===== src/rtl/dmem_responder_if.sv =====
// rtl/dmem_responder_if.sv - external memory bus between dmem_responder and memory
interface dmem_responder_if;
  logic        bus_req;
  logic        bus_we;
  logic [31:0] bus_addr;
  logic [31:0] bus_wdata;
  logic [31:0] bus_rdata;
  logic        bus_ack;

  modport master (
    output bus_req, bus_we, bus_addr, bus_wdata,
    input  bus_rdata, bus_ack
  );

  modport slave (
    input  bus_req, bus_we, bus_addr, bus_wdata,
    output bus_rdata, bus_ack
  );
endinterface


===== src/rtl/dmem_responder.sv =====
// rtl/dmem_responder.sv - M-stage data port responder with FIFO store buffer
module dmem_responder #(
  parameter int SB_DEPTH = 4,
  parameter int SB_AW    = 2
) (
  input  logic        clk,
  input  logic        reset,
  input  logic        memtoregM,
  input  logic        memwriteM,
  input  logic [31:0] aluoutM,
  input  logic [31:0] writedataM,
  output logic [31:0] readdataM,
  output logic        stallM,
  dmem_responder_if.master bus
);

  typedef enum logic [1:0] {IDLE, WRITE, READ, RDONE} state_t;

  state_t           state;
  logic [29:0]      sbAddr [SB_DEPTH];
  logic [31:0]      sbData [SB_DEPTH];
  logic [SB_AW-1:0] head;
  logic [SB_AW-1:0] tail;
  logic [SB_AW:0]   count;
  logic [31:0]      rdbuf;

  logic             busReq;
  logic             busWe;
  logic [31:0]      busAddr;
  logic [31:0]      busWdata;

  logic             isStore;
  logic             isLoad;
  logic             sbFull;
  logic             storeAccept;
  logic             pop;
  logic             hit;
  logic [31:0]      hitData;
  logic             loadMiss;
  logic             unusedByteOffset;

  // A simultaneous load+store request is treated as a store.
  assign isStore     = memwriteM;
  assign isLoad      = memtoregM & ~memwriteM;
  assign sbFull      = (count == (SB_AW+1)'(SB_DEPTH));
  assign storeAccept = isStore & ~sbFull;
  assign pop         = (state == WRITE) & busReq & bus.bus_ack;
  assign loadMiss    = isLoad & ~hit & (state != RDONE);

  // Only the word address matters; the byte offset is intentionally dropped.
  assign unusedByteOffset = &{1'b0, aluoutM[1:0]};

  assign bus.bus_req   = busReq;
  assign bus.bus_we    = busWe;
  assign bus.bus_addr  = busAddr;
  assign bus.bus_wdata = busWdata;

  // Forwarding search: walk oldest to youngest so the youngest match wins.
  always_comb begin
    hit     = 1'b0;
    hitData = '0;
    for (int i = 0; i < SB_DEPTH; i++) begin
      if (((SB_AW+1)'(i) < count) &&
          (sbAddr[head + SB_AW'(i)] == aluoutM[31:2])) begin
        hit     = 1'b1;
        hitData = sbData[head + SB_AW'(i)];
      end
    end
  end

  // Stall on a full buffer store or an unresolved load miss; never during reset.
  always_comb begin
    stallM = 1'b0;
    if (reset) begin
      stallM = (isStore & sbFull) | loadMiss;
    end
  end

  // Load data: captured miss data in RDONE, otherwise forwarded buffer data on a hit.
  always_comb begin
    readdataM = '0;
    if (state == RDONE) begin
      readdataM = rdbuf;
    end else if (isLoad && hit) begin
      readdataM = hitData;
    end
  end

  // Store buffer storage; occupancy is tracked by count so no reset is needed here.
  always_ff @(posedge clk) begin
    if (storeAccept) begin
      sbAddr[tail] <= aluoutM[31:2];
      sbData[tail] <= writedataM;
    end
  end

  // Pointers, occupancy and the bus FSM with its registered bus outputs.
  always_ff @(posedge clk or negedge reset) begin
    if (!reset) begin
      state    <= IDLE;
      head     <= '0;
      tail     <= '0;
      count    <= '0;
      rdbuf    <= '0;
      busReq   <= 1'b0;
      busWe    <= 1'b0;
      busAddr  <= '0;
      busWdata <= '0;
    end else begin
      if (storeAccept) begin
        tail <= tail + 1'b1;
      end
      if (pop) begin
        head <= head + 1'b1;
      end
      count <= count + {{SB_AW{1'b0}}, storeAccept} - {{SB_AW{1'b0}}, pop};

      case (state)
        IDLE: begin
          if (loadMiss) begin
            // Misses win over draining so the pipeline restarts sooner.
            state   <= READ;
            busReq  <= 1'b1;
            busWe   <= 1'b0;
            busAddr <= {aluoutM[31:2], 2'b00};
          end else if (count != '0) begin
            state    <= WRITE;
            busReq   <= 1'b1;
            busWe    <= 1'b1;
            busAddr  <= {sbAddr[head], 2'b00};
            busWdata <= sbData[head];
          end
        end
        WRITE: begin
          // An outstanding write always completes, even if a miss is waiting.
          if (bus.bus_ack) begin
            busReq <= 1'b0;
            state  <= IDLE;
          end
        end
        READ: begin
          if (bus.bus_ack) begin
            rdbuf  <= bus.bus_rdata;
            busReq <= 1'b0;
            state  <= RDONE;
          end
        end
        RDONE: begin
          state <= IDLE;
        end
        default: begin
          state <= IDLE;
        end
      endcase
    end
  end

endmodule


===== src/flat_wrapper.sv =====
// flat-port wrapper written by rule: the top's interface ports become plain ports
module dmem_responder_flat 
#(
  parameter int SB_DEPTH = 4,
  parameter int SB_AW    = 2
)
  (clk, reset, memtoregM, memwriteM, aluoutM, writedataM, readdataM, stallM, bus_bus_req, bus_bus_we, bus_bus_addr, bus_bus_wdata, bus_bus_rdata, bus_bus_ack);
  dmem_responder_if bus_i ();
  input  logic clk;
  input  logic reset;
  input  logic memtoregM;
  input  logic memwriteM;
  input  logic [31:0] aluoutM;
  input  logic [31:0] writedataM;
  output logic [31:0] readdataM;
  output logic stallM;
  output wire logic [$bits(bus_i.bus_req)-1:0] bus_bus_req;
  output wire logic [$bits(bus_i.bus_we)-1:0] bus_bus_we;
  output wire logic [$bits(bus_i.bus_addr)-1:0] bus_bus_addr;
  output wire logic [$bits(bus_i.bus_wdata)-1:0] bus_bus_wdata;
  input wire logic [$bits(bus_i.bus_rdata)-1:0] bus_bus_rdata;
  input wire logic [$bits(bus_i.bus_ack)-1:0] bus_bus_ack;
  assign bus_bus_req = bus_i.bus_req;
  assign bus_bus_we = bus_i.bus_we;
  assign bus_bus_addr = bus_i.bus_addr;
  assign bus_bus_wdata = bus_i.bus_wdata;
  assign bus_i.bus_rdata = bus_bus_rdata;
  assign bus_i.bus_ack = bus_bus_ack;
  dmem_responder #(.SB_DEPTH(SB_DEPTH), .SB_AW(SB_AW)) u_core (.clk(clk), .reset(reset), .memtoregM(memtoregM), .memwriteM(memwriteM), .aluoutM(aluoutM), .writedataM(writedataM), .readdataM(readdataM), .stallM(stallM), .bus(bus_i));
endmodule

===== config.mk =====
export PLATFORM = sky130hd
export DESIGN_NAME = dmem_responder_flat
export DESIGN_NICKNAME = d
export VERILOG_FILES = /design/src/rtl/dmem_responder_if.sv /design/src/rtl/dmem_responder.sv /design/src/flat_wrapper.sv
export SDC_FILE = /design/constraint.sdc
export NUM_CORES = 1
export LEC_CHECK = 0
export ABC_CLOCK_PERIOD_IN_PS = 3650
export CAP_MARGIN = 30
export CORE_MARGIN = 2
export CORE_UTILIZATION = 35
export DETAILED_ROUTE_END_ITERATION = 6
export PLACE_DENSITY_LB_ADDON = 0.12
export SYNTH_ARGS = -nofsm -noshare
export SYNTH_HDL_FRONTEND = slang
export SYNTH_SLANG_ARGS = --single-unit

===== constraint.sdc =====
create_clock -name clk -period 3.65 [get_ports clk]
set_clock_uncertainty 0.2 [all_clocks]
set_input_delay 0.5475 -clock clk [delete_from_list [all_inputs] [get_ports clk]]
set_output_delay 0.5475 -clock clk [all_outputs]
set_load 0.01 [all_outputs]

==> impl_metrics.json <==
{
  "cp_cell_sequence": "buf_12 > buf_6 > buf_6 > mux4_2 > xnor2_2 > or4_4 > nor3_4 > and2_4 > buf_6 > buf_12 > buf_6 > o21ai_4 > a221oi_4 > o31ai_4 > buf_2",
  "crit_start": "u_core.head[0]",
  "dpl_cell_area_mm2": 0.0264,
  "final-setup-viol-count": 98,
  "grt_pass1_wl_um": 107000,
  "cts_num_sinks": 353,
  "die_h_um": 245,
  "synthMuxAreaShare_pct": 20.4,
  "vdd.ir_drop.worst_mv": 0.398,
  "ios": 200,
  "worst-path-max-fanout": 8,
  "number_of_violations_reported_at_the_end_of_detailed_routing_iteration_0": 1156,
  "worstHoldPathCells": 2,
  "worst_r2r_endpoint": "u_core.bus.bus_addr[19]",
  "insertion_delay_ns": 0.59,
  "antenna_violations_before_repair": 2,
  "drive_gt1_share_pct": 40.4,
  "buf_inv_on_cp": 7,
  "most-common-layout-cells": "335 x sky130_fd_sc_hd__buf_4, 248 x sky130_fd_sc_hd__edfxtp_1, 161 x sky130_fd_sc_hd__clkdlybuf4s50_1",
  "areaGrowthSynthToFinish_pct": 47.3,
  "timing_worst_setup_path_type": "register to output pin",
  "tritoncts": "built",
  "finalHoldViolations": 0,
  "finalWirelength_um": 72700,
  "die_area_mm2": 0.0601,
  "detailedRoute.firstPassIterationCount": 5,
  "synthXorXnorAreaFrac_pct": 4.61,
  "dp_hpwl_um": 48100,
  "critical_path_arrival_ns": 4.25,
  "grt_overflow_total": 0,
  "drv_slew": 0,
  "clock_h_tree_levels": 2,
  "hold_path.startpoint": "u_core.bus.bus_wdata[14]",
  "yosysSeqAreaShare_pct": 49.5,
  "first_global_vias": 16842,
  "design.core.area_mm2": 0.0576,
  "cts.reportedPaths.clkPinSlew_ns": 0.06,
  "ys_warn_count": 0,
  "syn_area_mm2": 0.0203,
  "ant_nets": 0,
  "worst_pin_slew_ns": 0.889,
  "clock.fmax_mhz": 200,
  "post-route-util_pct": 52.0,
  "reg2reg_from": "u_core.head[0]",
  "setup_slack_ns": -1.35,
  "timing.final.crit_period_ns": 5.00,
  "max_cap_viols": 0,
  "worstSetupEndpointType": "output pin",
  "layout.nets": 2370,
  "routed-via-count": 16467,
  "postSynth.topFlopCell": "sky130_fd_sc_hd__edfxtp_1",
  "worst_hold_path_type": "register to register",
  "synth_top_family_by_area": "multiplexers",
  "clock-root-buffer": "sky130_fd_sc_hd__clkbuf_16",
  "synth-async-reset-ratio_pct": 29.7,
  "synth_simple_gate_area_share_pct": 7.22,
  "viasPerCell": 5.38,
  "synthesis.instances": 1713,
  "post_route_cell_area_mm2": 0.0300,
  "post_synthesis_compound_gate_area_fraction_pct": 12.9,
  "io_buf_count": 195,
  "critical_path_source_type": "register",
  "worst-r2r-setup-slack_ns": -0.65,
  "grt.total_usage_pct": 23.7,
  "cts_buffer_count": 44,
  "netlist-cell-type-count": 68,
  "path_delay_family": "simple AND/OR/NAND/NOR gates",
  "clk_path_buf_depth": 3,
  "ff2ff_path_depth": 21,
  "crit_required_ns": 2.90,
  "whs_endpoint": "u_core.bus.bus_wdata[14]",
  "synth_adder_area_share_pct": 0.836,
  "drt_drc_violations_left": 0,
  "met2_routing_resource_usage_after_global_routing_pct": 38.7,
  "initial_core_util_pct": 35.3,
  "post-route-period-util_pct": 137,
  "grt_util_met3_pct": 3.43,
  "power.leakage_nw": 11.5,
  "wl_per_cell_um": 23.8,
  "gr-max-usage-layer": "met2",
  "outcome": "finished, violations left",
  "critical_path.max_stage_delay_ns": 0.53,
  "slowest_stage": "sky130_fd_sc_hd__or4_4",
  "synth_seq_cells": 353,
  "slew_headroom_pct": 40.7,
  "violations_in_the_final_reports": "negative setup slack",
  "floorplan.die.width_um": 245,
  "groute.layer.met1.usage_pct": 33.1,
  "synth_area_per_cell_um2": 11.9,
  "unrepaired_setup_endpoints_after_global_routing": "true",
  "std_cell_rows": 88,
  "gpl.final_weighted_congestion": 0.919,
  "whs_ns": 0.284,
  "maximum_number_of_pins_on_one_net_before_global_route_repair": 137,
  "timing.critical_path.mode_cell": "sky130_fd_sc_hd__buf_6",
  "pwr_density_cell_mw_per_mm2": 829,
  "sum_neg_setup_slack_ns": -78.22,
  "synth_enable_flop_cells": 248,
  "leading_cell_type_in_the_layout_fill_and_taps_excluded": "sky130_fd_sc_hd__buf_4"
}
[cells by family after synthesis]
group,after synthesis
fa+ha+maj,13
xor+xnor,107
flops,353
buf+inv,173
compound gates,398
mux,329
other cells,1
simple gates,339
[report_power, final]
group	total (W)	leakage, nW	internal (W)	switching (W)
Combinational	0.0142	7.25	0.00717	0.00707
Sequential	0.00618	3.50	0.00553	0.000652
Clock	0.00442	0.711	0.00261	0.00180
[cells in the mapped netlist, drive strengths merged (3+ instances only)]
master	count	share of area, %
a2111oi	8	0.41
a211oi	3	0.11
a21oi	44	1.1
a221oi	36	1.5
a22o	3	0.13
a22oi	5	0.18
and2	8	0.25
and3	3	0.092
buf	78	2.8
clkbuf	74	1.4
dfrtp	105	13
edfxtp	248	37
ha	12	0.74
inv	21	0.39
mux2	109	6.0
mux2i	162	8.0
mux4	58	6.4
nand2	169	3.1
nand3	34	0.84
nand4	14	0.43
nor2	82	1.5
nor2b	5	0.15
nor3	5	0.15
nor4	8	0.28
o211ai	3	0.11
o21a	29	1.1
o21ai	167	4.1
o22a	29	1.2
o22ai	5	0.15
o2bb2ai	5	0.22
o31a	4	0.17
o31ai	31	1.1
o32ai	3	0.13
xnor2	86	3.7
xor2	21	0.90
[sequential cells by signal, indices dropped and copies added, names as in the netlist]
| signal | cells |
|---|---|
| u_core.bus.bus_addr | 30 |
| u_core.bus.bus_req | 1 |
| u_core.bus.bus_wdata | 32 |
| u_core.bus.bus_we | 1 |
| u_core.count | 3 |
| u_core.head | 2 |
| u_core.rdbuf | 32 |
| u_core.sbAddr | 120 |
| u_core.sbData | 128 |
| u_core.state | 2 |
| u_core.tail | 2 |
[worst max path at each step]
stage | end | slack (ns) | depth (start not counted)
2_1_floorplan | readdataM[1] | -0.009 | 14
5_1_grt | readdataM[0] | -1.46 | 14
3_3_place_gp | readdataM[2] | -1.40 | 13
3_5_place_dp | readdataM[2] | -1.38 | 13
4_1_cts | readdataM[2] | -1.40 | 16
6_report | readdataM[4] | -1.35 | 15
[cell type report]
class	instances	area, µm²
inverter	21	78.8
clock inverter	26	259
timing repair buffer	648	6480
antenna	2	5.00
tap	765	957
clock buffer	56	1200
fill	4963	27600
sequential	353	10100
multi-input combinational	1188	10900
[worst min-delay path, cell delays in order (launching register included)]
cell                      delay (ns)
sky130_fd_sc_hd__dfrtp_1        0.35
sky130_fd_sc_hd__nand2_2        0.05
sky130_fd_sc_hd__o21ai_2        0.04
[repair_timing]
item,4_1_cts,5_1_grt
setup endpoints to repair,99,99
endpoints found under the hold margin,105,0
hold buffers,1,0
pin swaps,57,103
gates cloned,16,7
resized for setup,215,227
buffers inserted,33,31
[metal layers]
| metal | routed length (µm) | share of wire (%) |
|---|---|---|
| met1 | 33100 | 46 |
| met3 | 3710 | 5.1 |
| met2 | 34300 | 47 |
| met5 | 13 | 0.018 |
| met4 | 1530 | 2.1 |
[per-stage QoR]
| stage | worst slack [ns] | std cells | total power [W] |
|---|---|---|---|
| after floorplan | -0.00902 | 1714 | 0.0133 |
| after global placement | -1.40 | 2898 | 0.0181 |
| after detailed placement | -1.38 | 2898 | 0.0183 |
| after CTS | -1.40 | 3030 | 0.0238 |
| after global routing | -1.46 | 3058 | 0.0262 |
| final | -1.35 | 3059 | 0.0248 |
Power figures use the tool's default switching activity.
==> RTL edit 1, RTL diff (same flow settings) <==
`SB_DEPTH` is set to 4 in 2 places; all go to 2.
--- a/src/rtl/dmem_responder.sv
+++ b/src/rtl/dmem_responder.sv
@@ -2,3 +2,3 @@
 module dmem_responder #(
-  parameter int SB_DEPTH = 4,
+  parameter int SB_DEPTH = 2,
   parameter int SB_AW    = 2
--- a/src/flat_wrapper.sv
+++ b/src/flat_wrapper.sv
@@ -3,3 +3,3 @@
 #(
-  parameter int SB_DEPTH = 4,
+  parameter int SB_DEPTH = 2,
   parameter int SB_AW    = 2
Function: changed (Yosys sat finds a counterexample within 4 cycles, from zero or initial values and one cycle with reset low).
==> RTL edit 1 against the unedited design <==
The flow finishes with violations (negative hold slack, negative setup slack). Setup slack improved by 0.77 ns. Sequential share of layout area rose by 4.8 points. Synthesized area is 45% lower. Hold slack got worse by 0.30 ns. Combinational power fell by 56%. Routed wire length decreased by 53%. Die area fell by 44%. Total power decreased by 47%. Sequential power is 32% lower. Sequential cell count fell by 126. Final area is 45% lower. Critical path type unchanged.
==> RTL edit 1: results (changes against the unedited design) <==
Status
  – Violated checks: negative hold slack, negative setup slack (was negative setup slack)
  – Status: complete, but fails checks (unchanged)

Global route
  – Met1 Usage GRT: 27.98% (was 33.14%)
  – Largest net degree at the start of global routing: 104 (was 137)
  – GRT Overall Usage: 19.90% (was 23.70%)
  – Met3 usage: 3.237% (was 3.433%)
  – First-pass GRT wire length: 51.61 mm (was 106.7 mm)

Pwr
  – Leak: 6.714 nW (was 11.47 nW)
  – VDD IR-drop max: 368.0 uV (was 398.0 uV)
  – Pint: 8.549 mW (was 15.31 mW)
  – Seq pwr share: 32.0% (was 24.9%)

Logic synthesis
  – Post-Synth XOR/XNOR Area: 4.922% (was 4.606%)
  – Mux cell area share after synthesis: 11.79% (was 20.42%)
  – Sequential share of the synthesized area: 56.21% (was 49.52%)
  – Async SR Flop Fraction: 45.37% (was 29.75%)
  – Largest cells by area after synthesis: edfxtp_1 (33%), dfrtp_1 (23%), mux2_2 (6.4%) (was edfxtp_1 (37%), dfrtp_1 (13%), mux2i_1 (8.0%))
  – Synth Area in Compound Gates: 9.420% (was 12.85%)
  – Post-synth top cells: edfxtp_1 (124), nand2_1 (105), dfrtp_1 (103), inv_1 (72), mux2_2 (64) (was edfxtp_1 (248), nand2_1 (169), o21ai_0 (167), mux2i_1 (162), mux2_2 (109))
  – Post-synth cell types: 44 (was 68)

Placement
  – Placed Area: 14,640 um^2 (was 26,400 um^2)
  – Dpl hpwl: 21.45 mm (was 48.10 mm)
  – Pre-CTS setup slack: -0.7851 ns (was -1.381 ns)

Finish
  – Final net count: 1,372 (was 2,370)
  – Top Registers: u_core.sbData: 64 flops, u_core.sbAddr: 60 flops (was u_core.sbData: 128 flops, u_core.sbAddr: 120 flops)

CTS
  – Latest clock arrival within the worst-skew pair: 0.55 ns (was 0.59 ns)

Worst setup path
  – Largest stage delay on the critical path: 0.62 ns (was 0.53 ns)
  – Worst Path Max Fanout: 32 (was 8)

Timing
  – Finish-stage setup viols: 33 (was 98)
  – Setup slack after layout: -0.5771 ns (was -1.348 ns)
  – Final Hold Fails: 17 (was 0)
  – Hold WS: -0.01364 ns (was 0.2839 ns)
  – Max-slew headroom: 37.68% (was 40.73%)

Routing
  – Metal2 WL: 16.06 mm (was 34.29 mm)
  – DRT met1 WL: 15.96 mm (was 33.12 mm)
  – Met3 Wirelength: 1.627 mm (was 3.708 mm)
  – Total number of vias: 8,708 (was 16,470)
  – Drt first-iter violations: 591 (was 1,156)

Worst hold path
  – Worst min path class: in -> async (was reg -> reg)
RTL edit 1: cell types whose count changed after synthesis, moves of 45 or more:
cell / unedited run / this run
o21ai_0: 167 / 33
edfxtp_1: 248 / 124
mux2_2: 109 / 64
mux2i_1: 162 / 60
nand2_1: 169 / 105
xnor2_1: 86 / 41
nor2_1: 82 / 8
inv_1: 21 / 72
mux4_2: 58 / 0
RTL edit 1: power groups by stage:
stage	Sequential (mW)	Clock, mW	Combinational, mW
final	4.20	2.71	6.19
after global routing	4.31	2.87	6.69
after CTS	4.18	2.78	5.70
after detailed placement	4.22	0	5.50
after global placement	4.20	0	5.46
after floorplan	4.27	0	3.01
RTL edit 1: worst max-delay path: cells and delay by family, from the launching register on:
family          cells  cell delay [ns]
simple gates        3             1.08
flops               1             0.52
buf+inv             3             0.52
xor+xnor            1             0.35
compound gates      2             0.28
mux                 1             0.17
RTL edit 1: path summary, 6_finish.rpt:
| path | startpoint | endpoint | slack, ns | cells after the start |
|---|---|---|---|---|
| min in group clk | u_core.rdbuf[20] | u_core.rdbuf[20] | 0.30 | 1 |
| worst max-delay path | u_core.head[0] | readdataM[30] | -0.58 | 10 |
| worst min-delay path | reset | u_core.bus.bus_addr[9] | -0.01 | 2 |
| worst min register to register | u_core.rdbuf[20] | u_core.rdbuf[20] | 0.30 | 1 |
| worst max register to register | u_core.head[0] | u_core.bus.bus_wdata[20] | 0.05 | 15 |
| max in group asynchronous | reset | u_core.rdbuf[24] | 2.77 | 2 |
RTL edit 1: logic make-up (layout without fill, tap and decap cells):
family / after synthesis / count (layout)
buffers and inverters: 142 / 476
muxes: 124 / 124
xor gates and xnor gates: 63 / 63
adders and majority gates: 9 / 9
DFF: 227 / 227
other: 1 / 3
and+or+nand+nor: 242 / 242
AOI/OAI and AO/OA: 140 / 140
RTL edit 1: area by class of cell:
| class | instances | area (um^2) |
|---|---|---|
| clock buffers | 40 | 827.0 |
| well taps | 402 | 503.0 |
| inverters | 72 | 270.3 |
| fillers | 2847 | 15170 |
| diodes | 1 | 2.502 |
| clock inverters | 11 | 77.57 |
| multi-input cells | 580 | 4930 |
| repair buffers | 353 | 3468 |
| flip-flops and latches | 227 | 6305 |
RTL edit 1: what timing repair did:
| action | CTS | global route |
|---|---|---|
| setup buffers | 14 | 9 |
| setup endpoints to repair | 64 | 94 |
| resized for setup | 189 | 114 |
| pin swaps | 43 | 27 |
| hold endpoints to repair | 0 | 0 |
| gates cloned | 3 | 3 |
RTL edit 1: per-stage QoR:
step           setup TNS [ns]  instances  hold WS, ns
2_1_floorplan               0        949      0.05191
3_3_place_gp           -29.35       1608       0.2870
3_5_place_dp           -29.92       1608       0.2934
4_1_cts                -20.63       1676      0.01841
5_1_grt                -23.58       1686      0.02414
6_report               -17.30       1686     -0.01364
==> RTL edit 2, RTL diff (same settings) <==
Made on the original files. Encoding of `state_t`: now Gray code (2 bits for 4 states).
--- a/src/rtl/dmem_responder.sv
+++ b/src/rtl/dmem_responder.sv
@@ -16,3 +16,3 @@
 
-  typedef enum logic [1:0] {IDLE, WRITE, READ, RDONE} state_t;
+  typedef enum logic [1:0] {IDLE = 2'b00, WRITE = 2'b01, READ = 2'b11, RDONE = 2'b10} state_t;
 
Check against the original RTL: same outputs for any inputs over 4 cycles, from zero or initial values and one cycle with reset low; so few cycles prove little.
==> RTL edit 2 against the unedited design <==
The flow still finishes with violations (negative setup slack). Fmax shrank 2.8%. Synthesized area barely moved. Setup slack got worse by 0.15 ns. Routed wire length is 11% higher. Sequential cell count is the same. Synthesized cell count down 8.5%. Final area is 2.4% higher. Via count grew 2.0%. Total power up 1.9%. Largest cell class unchanged. Highest routed layer unchanged.
==> RTL edit 2: results (changes against the unedited design) <==
Placement
  – GPL Wtd Cong: 0.9033 (was 0.9189)
  – Pre-CTS setup slack: -1.698 ns (was -1.381 ns)
  – Input/output buffers: 195 (unchanged)
  – Dpl hpwl: 51.34 mm (was 48.10 mm)

Logic synthesis
  – Post-synth cell types: 63 (was 68)
  – Yosys warns: 0 (unchanged)
  – Async SR Flop Fraction: 29.75% (unchanged)
  – Sequential share of the synthesized area: 49.54% (was 49.52%)
  – EDFF count, synth: 248 (unchanged)
  – Largest cells by area after synthesis: edfxtp_1 (37%), dfrtp_1 (13%), mux4_2 (12%) (was edfxtp_1 (37%), dfrtp_1 (13%), mux2i_1 (8.0%))
  – Post-synth top cells: edfxtp_1 (248), mux2i_1 (130), mux4_2 (112), dfrtp_1 (105), a21oi_1 (103) (was edfxtp_1 (248), nand2_1 (169), o21ai_0 (167), mux2i_1 (162), mux2_2 (109))

Global route
  – Largest net degree at the start of global routing: 79 (was 137)
  – First-pass GRT wire length: 114.6 mm (was 106.7 mm)
  – Antenna violations before repair: 7 (was 2)
  – GRT Overall Usage: 26.09% (was 23.70%)

CTS
  – Latest clock arrival within the worst-skew pair: 0.60 ns
  – TritonCTS buffer count: 44 (unchanged)
  – Clock Pin Slew Worst Setup and Hold Paths: 0.06 ns (about the same)
  – CTS Buffer Depth: 3 (unchanged)
  – CTS H-tree lvls: 2 (unchanged)
  – Root Buffer: clkbuf_16 (unchanged)

Finish
  – Fill cell total of the finished layout: 4,854 (was 4,963)
  – Max FFs per register: 128 (unchanged)
  – Top Registers: u_core.sbData: 128 flops, u_core.sbAddr: 120 flops (unchanged)
  – Final net count: 2,224 (was 2,370)
  – Layout cells sized above 1: 45.63% (was 40.36%)

Routing
  – DRT Wirelength: 80.93 mm (was 72.67 mm)
  – Drt first-iter violations: 1,374 (was 1,156)
  – Detailed Routing Iterations Pass 1: 5 (unchanged)
  – Total number of vias: 16,800 (was 16,470)

Worst setup path
  – CP Data Arrival Time: 4.40 ns (was 4.25 ns)
  – Reg2reg setup slack: -0.87 ns (was -0.65 ns)
  – Worst Path Max Fanout: 6 (was 8)
  – Worst reg-to-reg path cell count: 18 (was 21)
  – Origin of the critical flop-to-flop path: u_core.head[0] (unchanged)
  – R2R Path End: u_core.bus.bus_wdata[3] (was u_core.bus.bus_addr[19])
  – Critical path class: reg -> out (unchanged)

Timing
  – Finish-stage setup viols: 99 (was 98)
  – Max-slew headroom: 1.860% (was 40.73%)
  – Setup slack after layout: -1.494 ns (was -1.348 ns)
  – Hold WS: 0.0001259 ns (was 0.2839 ns)

Status
  – Violated checks: negative setup slack (unchanged)
  – Status: complete, but fails checks (unchanged)

Pwr
  – VDD IR-drop max: 435.8 uV (was 398.0 uV)
  – Leak: 11.48 nW (was 11.47 nW)

Worst hold path
  – Worst min path class: in -> async (was reg -> reg)
-- RTL edit 2: worst max-delay path by stage --
stage / endpoint / slack [ns] / cells after the start
final: readdataM[31] / -1.49 / 16
after global routing: readdataM[14] / -1.61 / 17
after detailed placement: readdataM[12] / -1.70 / 12
after floorplan: readdataM[10] / -0.27 / 13
after global placement: readdataM[30] / -1.63 / 12
after CTS: readdataM[31] / -1.55 / 18
-- RTL edit 2: area by class of cell --
type                            instances  share of cell area [%]
Antenna cell                            1                0.008153
Clock buffer                           58                   3.991
Inverter                               17                  0.2079
Clock inverter                         24                  0.7949
Sequential cell                       353                   32.85
Tap cell                              765                   3.118
Multi-Input combinational cell       1046                   38.14
Timing Repair Buffer                  652                   20.89
-- RTL edit 2: report_power, final --
part / total, mW / internal [mW] / switching (mW)
clock network: 4.44 / 2.59 / 1.85
registers: 6.38 / 5.55 / 0.823
logic: 14.5 / 7.25 / 7.23
-- RTL edit 2: worst max-delay path, cell delays in order (launching register included) --
cell and delay, ns:
dfrtp_4 0.54, buf_12 0.17, buf_8 0.13, mux2i_2 0.31, o22ai_1 0.13, a2111oi_0 0.37, nor2_1 0.12, or4_4 0.56
nor3_4 0.30, buf_12 0.16, nor2b_4 0.06, buf_12 0.14, buf_12 0.14, buf_6 0.12, a221oi_2 0.32, o31ai_4 0.07
buf_2 0.15
-- RTL edit 2: cell families (layout without fill, tap and decap cells) --
| family | after synthesis | in the layout | synth area share [%] |
|---|---|---|---|
| flops | 353 | 353 | 49.54 |
| mux | 344 | 344 | 24.45 |
| compound gates | 343 | 343 | 11.17 |
| simple gates | 244 | 244 | 6.054 |
| buf+inv | 169 | 751 | 3.692 |
| xor+xnor | 104 | 104 | 4.479 |
| fa+ha+maj | 9 | 9 | 0.5907 |
| other cells | 1 | 3 | 0.01844 |
-- RTL edit 2: per-stage QoR --
stage / power, mW / std cells / area, um^2 / setup TNS (ns)
global placement: 18.02 / 2755 / 26260 / -106.27
global route: 26.45 / 2916 / 30690 / -97.79
CTS: 24.18 / 2901 / 29680 / -92.13
detailed placement: 18.10 / 2756 / 26280 / -110.73
floorplan: 13.21 / 1568 / 21020 / -8.716
finish: 25.30 / 2916 / 30690 / -89.26
-- RTL edit 2: per-layer routing --
metal / share of wire [%] / vias to the layer above / global-route usage [%]
li1: - / 7345 / -
met2: 45 / 640 / 40.41
met4: 2.7 / 6 / 7.945
met3: 7.4 / 124 / 6.517
met5: 0.043 / - / 0
met1: 45 / 8689 / 36.03
-- RTL edit 2: timing repair --
item / in CTS / in global routing
cloned: 22 / 5
endpoints found under the setup margin: 99 / 99
pin swaps: 41 / 36
hold buffers: 0 / 0
setup buffers: 44 / 13
gates resized for setup: 336 / 155
endpoints found under the hold margin: 0 / 0
